<file path="src/rtl/ir_nec_decoder.sv">
// NEC IR frame decoder: classifies segment lengths against unit windows and assembles 32-bit frames.
// Define NEC_EXT_ADDR_EN for extended NEC (16-bit address, no address inverse check).
module ir_nec_decoder #(
  parameter int   CNT_WIDTH  = 25,
  parameter int   UNIT       = 28125,
  parameter int   TOL_SHIFT  = 2,
  parameter int   TIMEOUT    = 600000,
  parameter logic MARK_LEVEL = 1'b0
) (
  input  logic                 i_clk,
  input  logic                 i_rst_n,
  input  logic                 i_rx_edge,
  input  logic                 i_pulse,
  input  logic [CNT_WIDTH-1:0] i_cnt,
`ifdef NEC_EXT_ADDR_EN
  output logic [15:0]          o_addr,
`else
  output logic [7:0]           o_addr,
`endif
  output logic [7:0]           o_cmd,
  output logic                 o_frame_vld,
  output logic                 o_rpt,
  output logic                 o_err,
  output logic                 o_busy
);

`ifdef NEC_EXT_ADDR_EN
  localparam int AW = 16;
`else
  localparam int AW = 8;
`endif
  localparam int CW = CNT_WIDTH + 1;

  typedef enum logic [2:0] {IDLE, LEAD_SP, BIT_MK, BIT_SP, STOP_MK, RPT_MK} state_t;

  state_t          r_state, w_nxt_state;
  logic [31:0]     r_shift, w_nxt_shift;
  logic [4:0]      r_bitcnt, w_nxt_bitcnt;
  logic            r_have, w_nxt_have;
  logic [AW-1:0]   r_addr, w_nxt_addr;
  logic [7:0]      r_cmd, w_nxt_cmd;
  logic            r_fv, w_nxt_fv;
  logic            r_rpt, w_nxt_rpt;
  logic            r_err, w_nxt_err;

  // Widened by one bit so nominal + tolerance never wraps.
  function automatic logic in_win(input logic [CNT_WIDTH-1:0] c, input int n);
    logic [CW-1:0] nom, tol, cx;
    nom = CW'(n * UNIT);
    tol = nom >> TOL_SHIFT;
    cx  = {1'b0, c};
    return (cx >= (nom - tol)) && (cx <= (nom + tol));
  endfunction

  logic w_w1, w_w3, w_w4, w_w8, w_w16, w_mark, w_space, w_timeout;
  assign w_w1      = in_win(i_cnt, 1);
  assign w_w3      = in_win(i_cnt, 3);
  assign w_w4      = in_win(i_cnt, 4);
  assign w_w8      = in_win(i_cnt, 8);
  assign w_w16     = in_win(i_cnt, 16);
  assign w_mark    = (i_pulse == MARK_LEVEL);
  assign w_space   = !w_mark;
  assign w_timeout = ({1'b0, i_cnt} >= CW'(TIMEOUT));

  logic [7:0]    w_b0, w_b1, w_b2, w_b3;
  logic          w_addr_ok, w_frame_ok;
  logic [AW-1:0] w_new_addr;
  assign w_b0 = r_shift[7:0];
  assign w_b1 = r_shift[15:8];
  assign w_b2 = r_shift[23:16];
  assign w_b3 = r_shift[31:24];
`ifdef NEC_EXT_ADDR_EN
  assign w_addr_ok  = 1'b1;
  assign w_new_addr = {w_b1, w_b0};
`else
  assign w_addr_ok  = (w_b1 == ~w_b0);
  assign w_new_addr = w_b0;
`endif
  assign w_frame_ok = w_addr_ok && (w_b3 == ~w_b2);

  always_ff @(posedge i_clk or negedge i_rst_n) begin
    if (!i_rst_n) begin
      r_state  <= IDLE;
      r_shift  <= '0;
      r_bitcnt <= '0;
      r_have   <= 1'b0;
      r_addr   <= '0;
      r_cmd    <= '0;
      r_fv     <= 1'b0;
      r_rpt    <= 1'b0;
      r_err    <= 1'b0;
    end else begin
      r_state  <= w_nxt_state;
      r_shift  <= w_nxt_shift;
      r_bitcnt <= w_nxt_bitcnt;
      r_have   <= w_nxt_have;
      r_addr   <= w_nxt_addr;
      r_cmd    <= w_nxt_cmd;
      r_fv     <= w_nxt_fv;
      r_rpt    <= w_nxt_rpt;
      r_err    <= w_nxt_err;
    end
  end

  always_comb begin
    w_nxt_state  = r_state;
    w_nxt_shift  = r_shift;
    w_nxt_bitcnt = r_bitcnt;
    w_nxt_have   = r_have;
    w_nxt_addr   = r_addr;
    w_nxt_cmd    = r_cmd;
    w_nxt_fv     = 1'b0;
    w_nxt_rpt    = 1'b0;
    w_nxt_err    = 1'b0;
    if (i_rx_edge) begin
      w_nxt_state = IDLE;
      case (r_state)
        IDLE: if (w_mark && w_w16) w_nxt_state = LEAD_SP;
        LEAD_SP: begin
          if (w_space && w_w8) begin
            w_nxt_state  = BIT_MK;
            w_nxt_bitcnt = '0;
          end else if (w_space && w_w4) w_nxt_state = RPT_MK;
          else w_nxt_err = 1'b1;
        end
        BIT_MK: begin
          if (w_mark && w_w1) w_nxt_state = BIT_SP;
          else w_nxt_err = 1'b1;
        end
        BIT_SP: begin
          if (w_space && (w_w1 || w_w3)) begin
            w_nxt_shift  = {w_w3, r_shift[31:1]};
            w_nxt_bitcnt = r_bitcnt + 5'd1;
            w_nxt_state  = (r_bitcnt == 5'd31) ? STOP_MK : BIT_MK;
          end else w_nxt_err = 1'b1;
        end
        STOP_MK: begin
          if (w_mark && w_w1 && w_frame_ok) begin
            w_nxt_addr = w_new_addr;
            w_nxt_cmd  = w_b2;
            w_nxt_fv   = 1'b1;
            w_nxt_have = 1'b1;
          end else begin
            w_nxt_err = 1'b1;
            // A well-timed stop mark on a bad payload also forgets the previous frame.
            if (w_mark && w_w1) w_nxt_have = 1'b0;
          end
        end
        RPT_MK: begin
          if (w_mark && w_w1) w_nxt_rpt = r_have;
          else w_nxt_err = 1'b1;
        end
        default: w_nxt_state = IDLE;
      endcase
    end else if (r_state != IDLE && w_timeout) begin
      w_nxt_state = IDLE;
      w_nxt_err   = 1'b1;
      w_nxt_have  = 1'b0;
    end
  end

  assign o_addr      = r_addr;
  assign o_cmd       = r_cmd;
  assign o_frame_vld = r_fv;
  assign o_rpt       = r_rpt;
  assign o_err       = r_err;
  assign o_busy      = (r_state != IDLE);

endmodule

</file>
<file path="config.mk">
export PLATFORM = sky130hd
export DESIGN_NAME = ir_nec_decoder
export DESIGN_NICKNAME = d
export VERILOG_FILES = /design/src/rtl/ir_nec_decoder.sv
export SDC_FILE = /design/constraint.sdc
export NUM_CORES = 1
export LEC_CHECK = 0
export ABC_AREA = 1
export CAP_MARGIN = 20
export CELL_PAD_IN_SITES_DETAIL_PLACEMENT = 0
export CELL_PAD_IN_SITES_GLOBAL_PLACEMENT = 1
export CORE_ASPECT_RATIO = 0.7
export CORE_MARGIN = 2
export CORE_UTILIZATION = 37
export DETAILED_ROUTE_END_ITERATION = 8
export PLACE_DENSITY_LB_ADDON = 0.2
export SLEW_MARGIN = 20
export SYNTH_ARGS = -nofsm -noshare
export SYNTH_HDL_FRONTEND = slang
export SYNTH_SLANG_ARGS = --single-unit
</file>
<file path="constraint.sdc">
create_clock -name i_clk -period 1.6 [get_ports i_clk]
set_clock_uncertainty 0.05 [all_clocks]
set_input_delay 0.24 -clock i_clk [delete_from_list [all_inputs] [get_ports i_clk]]
set_output_delay 0.24 -clock i_clk [all_outputs]
set_load 0.02 [all_outputs]
</file>
==> metrics.txt <==
Tightest Hold Check Type=primary input to asynchronous set/reset pin; max-cap violations=0; initial antenna violation count=0; post-detailed-route wirelength per cell=15.6 um; Via Count=5057; non-filler cells, final=1031; Initial DRC Count=401; R2R Path End=o_err; RR Startpoint=r_shift[20]; Clock transition at path regs=0.05 ns; Num Clock Sinks=60; CP endpoint=o_err; Power Dens Cells=551 mW/mm2; WS Path Type=register to register; Final nets=900; Fmax=537 MHz; failing checks=negative setup slack; largest family of logic cells by synthesized area=simple AND/OR/NAND/NOR gates; diode count=0; syn avg cell area=7.14 um2; die footprint=0.0126 mm2; height of the die=94.6 um; mux cell area share after synthesis=0; VDD IR max=573 uV; Simple-Gate Fraction of Synth Area=0.421; Yosys warnings=0; most common flop cell mapped by yosys=dfrtp_1; Total GRT Usage=0.256; post-synthesis cell type count=35; Reg2Reg Depth=12; startpoint types=register; RSZ-0062 raised after global routing=yes; Final Setup Violations=59; Yosys top cell by area=dfrtp_1; Critical Path RT=1.74 ns; outcome=complete, but fails checks; compound-gate portion of the synthesized area=0.116; final count of pins violating max slew=0; slew at the pin closest to its max-slew limit=0.302 ns; Max Fanout on Critical Path=3; Worst Path Arrival=2.01 ns; Reg2Reg Setup Slack=-0.26 ns; FF+latch count, synth=60; ys async rst share=1.00; H-tree Lvls=3; largest net degree at the start of global routing=50; Congestion Overflow GR=0; Final Cycle Share=1.16; CTS buffer count=9; Horiz. Die Dim=133 um; first-pass GRT wire length=25000 um; Clock Tree Buf Depth=2; commonest cells in the netlist=174 x nand2_1, 70 x nor2_1, 60 x dfrtp_1; Routed Antenna Nets=0; EDFF count, synth=0; top post-synthesis cells by area=dfrtp_1 35%, nand2_1 15%, o21ai_2 7.9%; vias per cell=4.90; number of global-route vias before repair=4780; Cells after Synth=607; Synthesized Nets=638; crit end category=register; clock latency on the worst-skew pair=0.32 ns; dpl hpwl=10800 um; setup slack after layout=-0.263 ns; # rows=33; Placed Area=0.00618 mm2; CORE AREA=0.0116 mm2; Root Buffer=clkbuf_16; CTS tree=yes; share of cells above drive strength 1=0.535; Synth Area in XOR/XNOR=0.0162; port bufs=48; Fin. Hold Viols=0; DRT Pass-1 Iters=5; Total Wirelength=16100 um; critical path startpoint=r_shift[20]; sequential element share of the synthesized area=0.346; Post-Synth Adder-Cell Area=0.00577; GPL Wtd Cong=0.965; Final min period=1.86 ns; Residual DRC=0; most frequent cell after synthesis=nand2_1; Inst Count DP=961; Pleak=3.79 nW; post-synth top area share=0.346; Initial Util=0.375; Area Growth Syn to Fin=79.2%; relative slew slack=0.797; mapped cell area=0.00433 mm2; fin area=0.00777 mm2; I/O pins=49
cells in the final DEF (no fill, tap or decap), drive strengths merged, types with 3 or more instances in the layout:
cell type	instances
a21oi	8
buf	237
clkbuf	13
clkdlybuf4s50	5
clkinv	5
dfrtp	60
dlygate4sd2	11
dlymetal6s2s	6
inv	66
nand2	216
nand3	48
nand4	22
nor2	84
nor3	10
o21ai	53
o21bai	3
or2	4
xor2	8
stage by stage:
step                utilization  total power [mW]  hold slack (ns)  worst slack [ns]  setup TNS (ns)
global placement          0.535              2.12           0.0826            -0.721          -40.25
finish                    0.672              4.28            0.284            -0.263           -6.41
floorplan                     -              1.78           -0.106           -0.0162          -0.323
CTS                       0.632              4.24            0.280            -0.226           -4.86
detailed placement        0.535              2.13           0.0865            -0.752          -41.25
global route              0.672              4.43            0.324            -0.393          -11.76
repair_timing:
item / 4_1_cts / 5_1_grt
gates resized for setup: 209 / 121
setup buffers: 33 / 17
cloned: 10 / 0
endpoints found under the setup margin: 65 / 65
pin swaps: 52 / 52
hold endpoints to repair: 11 / 0
hold buffers: 1 / 0
per-layer routing:
layer	share of wire	track usage	up-vias
li1	-	-	2489
met1	0.50	0.395	2394
met2	0.43	0.376	158
met3	0.068	0.0510	16
met4	0.0064	0.0319	0
met5	0	0	-
layout make-up:
class,count,area (um2)
fill,923,3790
multi-input combinational,465,3070
timing repair buffer,264,2390
sequential,60,1500
inverter,69,283
clock buffer,11,243
tap,157,196
clock inverter,5,75.1
worst min-delay path by stage:
stage / endpoint / startpoint / slack, ns / cells after the start
floorplan: o_addr[0] / i_rst_n / -0.11 / 0
global placement: o_addr[0] / i_rst_n / 0.08 / 1
detailed placement: o_addr[0] / i_rst_n / 0.09 / 1
CTS: o_addr[1] / i_rst_n / 0.28 / 2
global route: o_addr[6] / i_rst_n / 0.32 / 2
finish: o_cmd[7] / i_rst_n / 0.28 / 2
flip-flops by register name, summed over array words and instances (netlist names):
name         count
o_cmd            8
o_rpt            1
o_frame_vld      1
o_err            1
r_state          3
o_addr           8
r_bitcnt         5
r_have           1
r_shift         32
where the power goes:
group	total (mW)	leakage, nW	internal [mW]	switching [mW]
clock network	2.07	0.159	1.40	0.669
logic	0.659	2.80	0.308	0.351
registers	1.55	0.828	1.54	0.0183
total	4.28	3.79	3.24	1.04
cell families (layout without fill, tap and decap cells):
family,count (synthesis),count (layout)
AOI/OAI and AO/OA,68,68
DFF,60,60
and+or+nand+nor,385,387
adders and majority gates,2,2
xor gates and xnor gates,8,8
buffers and inverters,84,349
critical path, cell delays in order, from the launching register on:
cell      delay, ns
dfrtp_1        0.42
inv_1          0.08
nand2_1        0.11
nand3_1        0.10
nor2_1         0.11
nand2_1        0.10
nor2_4         0.15
buf_4          0.12
nand4_1        0.09
nand2_1        0.09
nand2_1        0.05
o21bai_1       0.15
nand2_1        0.10
Power figures use the tool's default switching activity.
